[src/rtl/imem_port_arbiter.sv]
// imem_port_arbiter
// Two-port round-robin arbiter in front of a single-ported instruction memory.
// The fetch port and the loader port share one access per cycle. Grants are
// combinational, responses come back exactly one cycle after the grant.
// Misaligned accesses are answered with an error and 32'hDEADBEEF without
// touching the memory.
// Optional feature: define IMEM_ARB_BOUNDS_CHECK_EN to also reject word
// addresses at or beyond DEPTH; otherwise upper address bits wrap.
module imem_port_arbiter #(
    parameter int DEPTH = 8,
    parameter int AW    = $clog2(DEPTH)
) (
    input  logic          clk,
    input  logic          reset,
    input  logic          f_req,
    input  logic [31:0]   f_addr,
    output logic          f_gnt,
    output logic          f_rvalid,
    output logic          f_err,
    output logic [31:0]   f_rdata,
    input  logic          l_req,
    input  logic          l_we,
    input  logic [31:0]   l_addr,
    input  logic [31:0]   l_wdata,
    output logic          l_gnt,
    output logic          l_rvalid,
    output logic          l_err,
    output logic [31:0]   l_rdata,
    output logic          mem_en,
    output logic          mem_we,
    output logic [AW-1:0] mem_addr,
    output logic [31:0]   mem_wdata,
    input  logic [31:0]   mem_rdata
);

    localparam logic [31:0] ERR_DATA = 32'hDEADBEEF;

    // ptr = 0: fetch wins a tie, ptr = 1: loader wins a tie
    logic        ptr;
    logic [31:0] sel_addr;
    logic        sel_oob;
    logic        sel_err;
    logic        unused_addr_hi;

    logic        f_rvalid_q;
    logic        f_err_q;
    logic [31:0] f_rdata_q;
    logic        l_rvalid_q;
    logic        l_err_q;
    logic [31:0] l_rdata_q;

    // Grant decision: a lone requester always wins, ties go to the ptr owner.
    always_comb begin
        f_gnt = 1'b0;
        l_gnt = 1'b0;
        if (!reset) begin
            if (f_req && (!l_req || !ptr)) begin
                f_gnt = 1'b1;
            end else if (l_req) begin
                l_gnt = 1'b1;
            end
        end
    end

    assign sel_addr = l_gnt ? l_addr : f_addr;

`ifdef IMEM_ARB_BOUNDS_CHECK_EN
    assign sel_oob = (sel_addr[31:2] >= 30'(DEPTH));
`else
    assign sel_oob = 1'b0;
`endif

    // Bits above the word index only matter for the optional range check.
    assign unused_addr_hi = |sel_addr[31:AW+2];

    assign sel_err = (sel_addr[1:0] != 2'b00) || sel_oob;

    // Memory strobes: an erroring grant still counts as a grant but never
    // reaches the memory.
    assign mem_en    = (f_gnt || l_gnt) && !sel_err;
    assign mem_we    = mem_en && l_gnt && l_we;
    assign mem_addr  = sel_addr[AW+1:2];
    assign mem_wdata = l_wdata;

    // Priority pointer hands the next tie to the port that was not just served.
    always_ff @(posedge clk) begin
        if (reset) begin
            ptr <= 1'b0;
        end else if (f_gnt) begin
            ptr <= 1'b1;
        end else if (l_gnt) begin
            ptr <= 1'b0;
        end
    end

    // Response registers: capture the memory word or error pattern one cycle
    // after the grant; the idle port always returns zeros.
    always_ff @(posedge clk) begin
        if (reset) begin
            f_rvalid_q <= 1'b0;
            f_err_q    <= 1'b0;
            f_rdata_q  <= 32'h0;
            l_rvalid_q <= 1'b0;
            l_err_q    <= 1'b0;
            l_rdata_q  <= 32'h0;
        end else begin
            f_rvalid_q <= f_gnt;
            f_err_q    <= f_gnt && sel_err;
            f_rdata_q  <= !f_gnt ? 32'h0 : (sel_err ? ERR_DATA : mem_rdata);
            l_rvalid_q <= l_gnt;
            l_err_q    <= l_gnt && sel_err;
            l_rdata_q  <= !l_gnt ? 32'h0 :
                          (sel_err ? ERR_DATA : (l_we ? 32'h0 : mem_rdata));
        end
    end

    // A response still in flight when reset rises is masked so it never shows.
    always_comb begin
        f_rvalid = f_rvalid_q && !reset;
        f_err    = f_err_q && !reset;
        f_rdata  = reset ? 32'h0 : f_rdata_q;
        l_rvalid = l_rvalid_q && !reset;
        l_err    = l_err_q && !reset;
        l_rdata  = reset ? 32'h0 : l_rdata_q;
    end

endmodule

[config.mk]
export PLATFORM = sky130hd
export DESIGN_NAME = imem_port_arbiter
export DESIGN_NICKNAME = d
export VERILOG_FILES = /design/src/rtl/imem_port_arbiter.sv
export SDC_FILE = /design/constraint.sdc
export NUM_CORES = 1
export LEC_CHECK = 0
export ABC_AREA = 1
export BUFFER_PORTS_ARGS = -buffer_cell sky130_fd_sc_hd__clkbuf_2
export CORE_AREA = 2 2 93 95
export CTS_CLUSTER_SIZE = 30
export DETAILED_ROUTE_END_ITERATION = 12
export DIE_AREA = 0 0 95 97
export PLACE_DENSITY = 0.86
export SYNTH_ARGS = -nofsm -noshare
export SYNTH_HDL_FRONTEND = slang
export SYNTH_SLANG_ARGS = --single-unit
[constraint.sdc]
create_clock -name clk -period 2.89 [get_ports clk]
set_input_delay 0 -clock clk [delete_from_list [all_inputs] [get_ports clk]]
set_output_delay 0 -clock clk [all_outputs]
set_load 0.05 [all_outputs]
# Yosys cells after proc, flatten, opt, wreduce, memory -nomap -nowiden
# Index checks and enable logic that the tools add are counted.
dict set report word_totals {
  mem_bits_rw 0
  latchBits 0
  output_inout_bits 107
  in_bits 133
  n_memories 0
  word_cells 46
  register_bits 69
  rom_bits 0
}
dict set report classes {
  n_eq_ne 0
  n_mul 0
  n_shift 0
  n_bitwise 2
  div_mod_pow 0
  reduce_logical 22
  mux 13
  order_cmp 0
  addsub 0
}
# cell n
set ops {}
lappend ops {{32-bit 2-to-1 mux} 5}
lappend ops {{1-bit logical AND} 10}
lappend ops {{1-bit 2-to-1 mux} 7}
lappend ops {{5-bit 2-to-1 mux} 1}
lappend ops {{1-bit logical NOT} 4}
lappend ops {{2-bit nonzero test} 2}
lappend ops {{2-bit OR reduction} 2}
lappend ops {{4-bit OR reduction} 1}
lappend ops {{3-bit OR reduction} 1}
lappend ops {{1-bit logical OR} 2}
lappend ops {{1-bit inverter} 2}

# Depth between registers and ports, before layout
# Gate-level depths: netlist of the first run.
dict set report depth {
  word_depth 11
  mapped_depth 7
  mapped_depth_nobuf 6
}

# Worst setup path before layout of the first run
# Ideal clock, no wire load.
dict set report synth_path {
  path_kind {reg-to-output}
  from {register ptr}
  to {output mem_we}
  required_time_ns 2.890
  path_stages_with_launch 5
  arrival_time_ns 1.250
  setup_slack_ns 1.640
  path_buffers 0
  cell_sequence {dfxtp_1 -> inv_1 -> nand2_1 -> nand3_2 -> nor2_1}
}
dict set report synth_via {
  elab_chain_cells 11
}
# element line
set synth_rtl {}
lappend synth_rtl {{start, declared} 39} ;# logic ptr;
lappend synth_rtl {{start signal, assigned} 88} ;# ptr <= 1'b0;
lappend synth_rtl {{start signal, assigned} 90} ;# ptr <= 1'b1;
lappend synth_rtl {{start signal, assigned} 92} ;# ptr <= 1'b0;
lappend synth_rtl {{1-bit logical NOT (*)} 57} ;# if (f_req && (!l_req || !ptr)) begin
lappend synth_rtl {{1-bit logical OR (*)} 57}
lappend synth_rtl {{1-bit logical AND (*)} 57}
lappend synth_rtl {{1-bit 2-to-1 mux} 57}
lappend synth_rtl {{1-bit 2-to-1 mux} 56} ;# if (!reset) begin
lappend synth_rtl {{5-bit 2-to-1 mux} 65} ;# assign sel_addr = l_gnt ? l_addr : f_addr;
lappend synth_rtl {{2-bit nonzero test} 76} ;# assign sel_err = (sel_addr[1:0] != 2'b00) || sel_oob;
lappend synth_rtl {{1-bit logical NOT} 80} ;# assign mem_en = (f_gnt || l_gnt) && !sel_err;
lappend synth_rtl {{1-bit logical AND} 80}
lappend synth_rtl {{1-bit logical AND (*) (2 in series)} 81} ;# assign mem_we = mem_en && l_gnt && l_we;
lappend synth_rtl {{end, declared} 30} ;# output logic mem_we,
# Mark *: on every way between the ends. The rest lies on a longest branch, timed or not.

# Final worst setup path of the first run
dict set report layout_path {
  from {register ptr}
  to {output mem_en}
}
dict set report layout_via {
  elab_chain_cells 9
}
# element line
set layout_rtl {}
lappend layout_rtl {{1-bit logical NOT (*)} 57}
lappend layout_rtl {{1-bit logical OR (*)} 57}
lappend layout_rtl {{1-bit logical AND (*)} 57}
lappend layout_rtl {{1-bit 2-to-1 mux} 57}
lappend layout_rtl {{1-bit 2-to-1 mux} 56}
lappend layout_rtl {{5-bit 2-to-1 mux} 65}
lappend layout_rtl {{2-bit nonzero test} 76}
lappend layout_rtl {{1-bit logical NOT} 80}
lappend layout_rtl {{1-bit logical AND (*)} 80}
lappend layout_rtl {{end, declared} 29} ;# output logic mem_en,
# Marks and branches as above.

==> summary.txt, run 1 <==
Setup path
  • CP Class: reg2out
  • Slowest stage delay, CP: 0.37 ns
  • Crit end category: output pin
  • Critical-path top delay cell: buf_4
  • Worst-path fanout max: 27
  • Critical Path RT: 2.89 ns
  • Worst path top cell family by delay: buffers and inverters
  • Worst path buffer plus inverter count: 3
  • Startpoint types: flip-flop
  • Crit. path cell count: 8
  • Critical Path AT: 1.94 ns
  • Crit-path cells: inv_1 > nand2_1 > nand2_2 > buf_4 > nand2_2 > nand2_1 > and2_1 > clkbuf_2
  • Worst R2R Path Depth: 7

Synthesis
  • Syn Inst Count: 419
  • Post-synth EDFFs: 0
  • Synth Area per Inst: 7.155 um2
  • Top_reg_cell synth: dfxtp_1
  • Count of warnings emitted by yosys: 0
  • Top cells by area in the synthesized netlist: dfxtp_1 (46%), nand2_1 (11%), nor2_1 (11%), inv_1 (11%), buf_4 (8.0%)
  • Most frequent cells after synthesis: nand2_1 (87), nor2_1 (87), inv_1 (84), dfxtp_1 (69), buf_4 (32)
  • Yosys cell types: 22
  • Seq/Total Area, Yosys: 46.08%
  • Seq cells post-synth: between 60 and 70
  • Yosys top cell by area: dfxtp_1
  • Syn Nets: 552
  • Share of the synthesized area in the top cell type: between 40 and 50%
  • Synthesized cell area: 2998 um2
  • FFs w/ async S/R, synth: 0%

Place
  • Gpl congestion: 0.7924
  • Final HPWL DP: 5144 um
  • Worst slack at placement: 1.155 ns
  • Placed Cells: between 500 and 600
  • Port Buffers: 121
  • DP Area: ~3400 um2

Finish
  • Area of the multi-input gates: 924.6 um2
  • Fillers: 792
  • Non-Filler Instances: 645
  • Antenna cells: 0
  • Finished Cell Area: 3915 um2
  • Fin nets: 669
  • Area grow syn2layout: 30.59%
  • Reg area: approximately 1400 um2
  • Layout cells sized above 1: 29.44%

Timing
  • Pins Over Slew Limit: 0
  • # setup viols final: 0
  • Unrepaired setup endpoints after global routing: false
  • Final Skew: 0.005742 ns
  • Tcrit/Tclk final: 67.30%
  • Final worst slack: 0.9451 ns
  • Rel. slew slack: between 40% and 50%
  • Max Fclk: 514.2 MHz
  • Min cycle time layout: ~1.9 ns
  • Setup Total Neg Slack: 0 ns
  • Final hold slack: 0.00001399 ns
  • Final hold vios: 0
  • Measured slew at the worst slew-check pin: 0.8341 ns

Power and ir drop
  • Clock share of power: 33.8%
  • Internal power: 1516 uW
  • Peak VDD IR: about 0.00027 V
  • P_sw: about 640 uW
  • Leak: 0.002119 uW
  • Reg power frac: around 47%
  • Switching part of the total: about 30%
  • Pwr Density: 551.6 nW/um2
  • Logic pwr share: 19.0%

Route
  • Via Count: 2739
  • DRC viols: 0
  • Average wire per standard cell: 11.61 um
  • Drt first pass iters: 6
  • Initial DRC Count: 86
  • Final ANT Viol Nets: 0
  • Vias/cell: roughly 4.2
  • Drt total wl: ~7500 um

Global route
  • Vias in the first global route: between 2000 and 3000
  • Largest net degree at the start of global routing: 49
  • Initial antenna violation count: 0
  • First-pass GRT wire length: 11900 um
  • Grt ovf: 0
  • Total GRT Usage: between 10% and 20%

Floorplanning
  • Core box area: a little over 8000 um2
  • Die area: 9215 um2
  • Starting Density: 36.86%
  • Die Ht: 97 um
  • Top-Level Pins: 240
  • Rows: 33
  • Die Wd: 95 um

Clock network
  • Clock root buffer: clkbuf_8
  • CTS tree: done
  • H-tree levels: 3
  • Clock transition at the registers of the reported paths: 0.07 ns
  • CTS resizes: 0
  • TritonCTS buffer count: 9
  • # clock sinks: 69
  • CTS max path bufs: 2
  • Skew-Pair Late Insertion Delay: about 0.33 ns

Status
  • Status: finished, final reports clean

Min path
  • Hold Crit Class: in2out
  • Hold Path Depth: 0

Flow run
  • Max_cap viols: 0
sequential cells by signal, summed over array words and instances (netlist names):
name,flops
ptr,1
l_err_q,1
l_rdata_q,32
l_rvalid_q,1
f_rdata_q,32
f_err_q,1
f_rvalid_q,1
path summary, 6_finish.rpt:
kind | startpoint | to | slack, ns
min | l_wdata[13] | mem_wdata[13] | 0.00001
max reg2reg | ptr | f_rdata_q[7] | 1.22
min reg2reg | ptr | f_rvalid_q | 0.64
max | ptr | mem_en | 0.95
power by group through the flow:
stage / combinational [uW] / sequential [uW] / clock [uW]
3_5_place_dp: 374 / 1040 / 0
5_1_grt: 445 / 1030 / 812
6_report: 409 / 1020 / 730
3_3_place_gp: 369 / 1040 / 0
4_1_cts: 412 / 1020 / 763
2_1_floorplan: 398 / 1040 / 0
cell usage in the layout, fill, tap and decap left out:
cell type      Yosys  final
clkbuf_2           0    121
clkinv_2           0      3
nand3_2            4      4
clkbuf_1           8      1
inv_4              1      1
clkinv_1           1      1
clkbuf_8           0      9
inv_1             84     84
nand3_1            1      1
nand2_2            2      2
dlygate4sd3_1      0     34
bufinv_16          0      1
buf_4             32      2
nand2_1           87     87
nor2_8             1      1
a21oi_2            9      9
nand3_4            1      1
clkinvlp_4         0      1
o21ai_0            1      1
nor2_1            87     87
nor2_4             1      1
a21oi_1           15     15
inv_2              3      3
dfxtp_1           69     69
and2_1             1      1
cell type report:
cell class | count | area share, %
clock buffers | 10 | 3.260
clock inverters | 5 | 1.342
inverters | 89 | 8.597
multi-input cells | 210 | 23.62
flip-flops and latches | 69 | 35.28
well taps | 105 | 3.356
repair buffers | 157 | 24.54
cells by family (layout without fill, tap and decap cells):
group	count (synthesis)	count (layout)	share of synthesized area, %
compound gates	25	25	5.300
simple gates	185	185	25.54
buf+inv	140	261	23.08
flops	69	69	46.08
stage by stage:
step / total power, uW / util (%)
2_1_floorplan: 1434 / -
3_3_place_gp: 1408 / 41.73
3_5_place_dp: 1416 / 41.73
4_1_cts: 2195 / 48.13
5_1_grt: 2282 / 48.13
6_report: 2160 / 48.13
timing repair:
item | in CTS | in global routing
hold buffers | 34 | 0
endpoints found under the hold margin | 66 | 0
setup buffers | 0 | 0
per-layer routing:
| layer | track usage (%) | share of wire (%) |
|---|---|---|
| met3 | 4.751 | 7.5 |
| met1 | 15.85 | 37 |
| met5 | 0 | 0 |
| met2 | 32.02 | 53 |
| met4 | 6.800 | 2.3 |
(Power assumes the default switching activity.)
==> run 2, diff against run 1 <==
ABC_AREA = 0   (was 1)
CORE_AREA = default   (was 2 2 93 95)
CORE_MARGIN = 1.5   (was default)
CORE_UTILIZATION = 40   (was default)
DIE_AREA = default   (was 0 0 95 97)
PLACE_DENSITY = 0.9   (was 0.86)
clock period = 1.87 ns   (was 2.89 ns; I/O delays follow)
==> summary.txt, run 2 <==
Status
  • Status: finished, final reports clean

Power and ir drop
  • Peak VDD IR: 0.0004128 V (+55%)
  • Tot Pwr: 3540 uW (+64%)
  • Pwr Density: 846.2 nW/um2 (+53%)
  • Leak: 0.002092 uW (-1.3%)

Route
  • Vias/cell: 5.111 (+20%)
  • DRC viols: 0 (unchanged)
  • Average wire per standard cell: 15.93 um (+37%)
  • Final ANT Viol Nets: 0 (unchanged)
  • Initial DRC Count: 152 (+77%)
  • Via Count: 2908 (+6.2%)
  • Drt first pass iters: 5 (-1)
  • Drt total wl: 9064 um (+21%)

Clock network
  • H-tree levels: 3 (unchanged)
  • Clock transition at the registers of the reported paths: 0.07 ns (about the same)
  • CTS max path bufs: 2 (unchanged)
  • CTS tree: done
  • Clock root buffer: clkbuf_8
  • TritonCTS buffer count: 9 (unchanged)
  • Skew-Pair Late Insertion Delay: 0.33 ns (about the same)
  • # clock sinks: 69 (unchanged)

Min path
  • Hold Crit Class: in2out

Setup path
  • Critical Path RT: 2.14 ns (-0.75 ns)
  • Crit path from: ptr
  • R2R Setup Slk: 0.11 ns (-1.11 ns)
  • Crit. path cell count: 4 (-4)
  • CP Capture Point: f_err_q
  • Worst path buffer plus inverter count: 1 (-2)
  • Worst-path fanout max: 14 (-48%)
  • Crit end category: flip-flop
  • CP Class: reg2reg
  • Critical-path top delay cell: or3_1
  • Worst path top cell family by delay: simple AND/OR/NAND/NOR gates
  • Worst R2R Path Depth: 4 (-3)
  • Startpoint types: flip-flop
  • Slowest stage delay, CP: 0.46 ns (+0.09 ns)
  • Reg-to-Reg End: f_err_q
  • Critical R2R Launch: ptr
  • Crit-path cells: nor2b_2 > buf_4 > or3_1 > and3b_1
  • Critical Path AT: 2.03 ns (+0.09 ns)

Floorplanning
  • Die Ht: 92.23 um (-4.9%)
  • Starting Density: 41.21% (+4.4 points)
  • Die Wd: 92.23 um (-2.9%)
  • Top-Level Pins: 240 (unchanged)
  • Core box area: 7727 um2 (-5.0%)
  • Die area: 8505 um2 (-7.7%)
  • Rows: 32 (-3.0%)

Timing
  • Tcrit/Tclk final: between 90% and 100%
  • # setup viols final: 0 (unchanged)
  • Final worst slack: 0.1143 ns (-0.8308 ns)
  • Rel. slew slack: 27.47% (-17 points)
  • Unrepaired setup endpoints after global routing: false
  • Final hold vios: 0 (unchanged)
  • Max Fclk: 569.6 MHz
  • Pins Over Slew Limit: 0 (unchanged)
  • Setup Total Neg Slack: 0 ns (unchanged)
  • Measured slew at the worst slew-check pin: 1.082 ns (+0.2479 ns)
  • Final Skew: 0.006018 ns (+0.0002765 ns)
  • Min cycle time layout: 1.756 ns

Finish
  • Fin nets: 596 (-11%)
  • Layout cells sized above 1: 35.55% (+6.1 points)
  • Most common cell after layout, fill and taps aside: clkbuf_2
  • Fillers: 699 (-12%)
  • Area grow syn2layout: 31.39%
  • Regs by FF count: f_rdata_q x32, l_rdata_q x32
  • Core Util, Final: 54.15% (+6.0 points)
  • Antenna cells: 0 (unchanged)
  • Non-Filler Instances: 569 (-12%)
  • Most frequent cells in the layout: clkbuf_2 (121), dfxtp_1 (69), nor2b_1 (68), dlygate4sd3_1 (33), nor2_1 (26)

Synthesis
  • Yosys cell types: 28 (+27%)
  • Seq cells post-synth: 69 (unchanged)
  • Top_reg_cell synth: dfxtp_1
  • Count of warnings emitted by yosys: 0 (unchanged)
  • Top cells by area in the synthesized netlist: dfxtp_1 (43%), nor2b_1 (14%), buf_4 (7.8%), a211oi_1 (5.7%), a21o_1 (5.4%)
  • FFs w/ async S/R, synth: 0% (unchanged)
  • Post-synth EDFFs: 0 (unchanged)
  • Seq/Total Area, Yosys: 43.38% (-2.7 points)
  • Syn Inst Count: 350 (-16%)
  • Synthesized cell area: 3184 um2 (+6.2%)
  • Share of the synthesized area in the top cell type: 43.38% (-2.7 points)
  • Synth Area per Inst: 9.098 um2 (+27%)
  • Most frequent cells after synthesis: dfxtp_1 (69), nor2b_1 (69), buf_4 (33), nor2_1 (26)
  • Syn Nets: 483 (-13%)
  • Yosys top cell by area: dfxtp_1

Global route
  • First-pass GRT wire length: 14190 um (+19%)
  • Initial antenna violation count: 0 (unchanged)
  • Grt ovf: 0 (unchanged)
  • Largest net degree at the start of global routing: 72 (+47%)
  • Vias in the first global route: 2856 (+5.3%)
  • Total GRT Usage: 21.36% (+4.8 points)

Flow run
  • Max_cap viols: 0 (unchanged)

Place
  • Gpl congestion: 0.7334 (-7.4%)
  • Placed Cells: 518 (-13%)
  • Port Buffers: 121 (unchanged)
  • Final HPWL DP: 5727 um (+11%)
  • Worst slack at placement: -0.05815 ns (-1.213 ns)
## run 2: changes by cell type after synthesis, moves of 13 or more
cell,previous run,this run
inv_1,84,10
clkbuf_1,8,22
nor2b_1,0,69
a211oi_1,0,24
nor4_1,0,24
a21oi_1,15,2
nor2_1,87,26
a21o_1,0,23
nand2_1,87,1
## run 2: through the flow
stage	hold slack, ns	area (um2)
after detailed placement	0.0003409	3607
after global placement	0.0003409	3607
final	0.00001932	4184
after global routing	0.00007320	4184
after floorplan	0.1103	3189
after CTS	0.0003409	4167
## run 2: metal layers
layer  track usage (%)  up-vias  part of all wire (%)
met5                 0        -                     0
met4             11.67        0                   2.3
met3             5.638       22                   7.0
met2             36.85      151                    50
met1             23.81     1357                    40
li1                  -     1378                     -
## run 2: timing repair
item                                    in CTS  in global routing
hold buffers                                33                  0
pin swaps                                    1                  1
hold endpoints to repair                    60                  0
gates cloned                                 1                  0
endpoints found under the setup margin      17                  2
setup buffers                                0                  2
resized for setup                            1                  1
## run 2: kinds of logic after synthesis
| kind of cell | share of synthesized area [%] |
|---|---|
| compound gates | 15.29 |
| buf+inv | 13.91 |
| flops | 43.38 |
| mux | 1.061 |
| simple gates | 26.36 |
## run 2: worst register-to-register path, stage by stage (launching register included)
cell and delay [ns]:
dfxtp_1 0.35, nor2b_2 0.35, buf_4 0.30, or3_1 0.47, and3b_1 0.23
## run 2: where the power goes
group	leakage, uW	switching, uW	total, uW	internal [uW]
Clock	0.000101	566	1310	743
Sequential	0.000567	17.7	1560	1540
Combinational	0.00142	449	669	220
Total	0.00209	1030	3540	2510
## run 2: worst min path at each step
stage                  start             to  cells after the start
2_1_floorplan  mem_rdata[10]  l_rdata_q[10]                      1
3_3_place_gp     l_wdata[11]  mem_wdata[11]                      0
3_5_place_dp     l_wdata[11]  mem_wdata[11]                      0
4_1_cts          l_wdata[11]  mem_wdata[11]                      0
5_1_grt          l_wdata[15]  mem_wdata[15]                      0
6_report         l_wdata[23]  mem_wdata[23]                      0
## run 2: area by class of cell
class	instances	area (um2)	area share [%]
multi-input cells	205	1391	33.25
repair buffers	166	1026	24.52
clock buffers	9	123.9	2.961
clock inverters	6	88.84	2.123
flip-flops and latches	69	1381	33.01
well taps	102	127.6	3.050
inverters	12	45.04	1.077
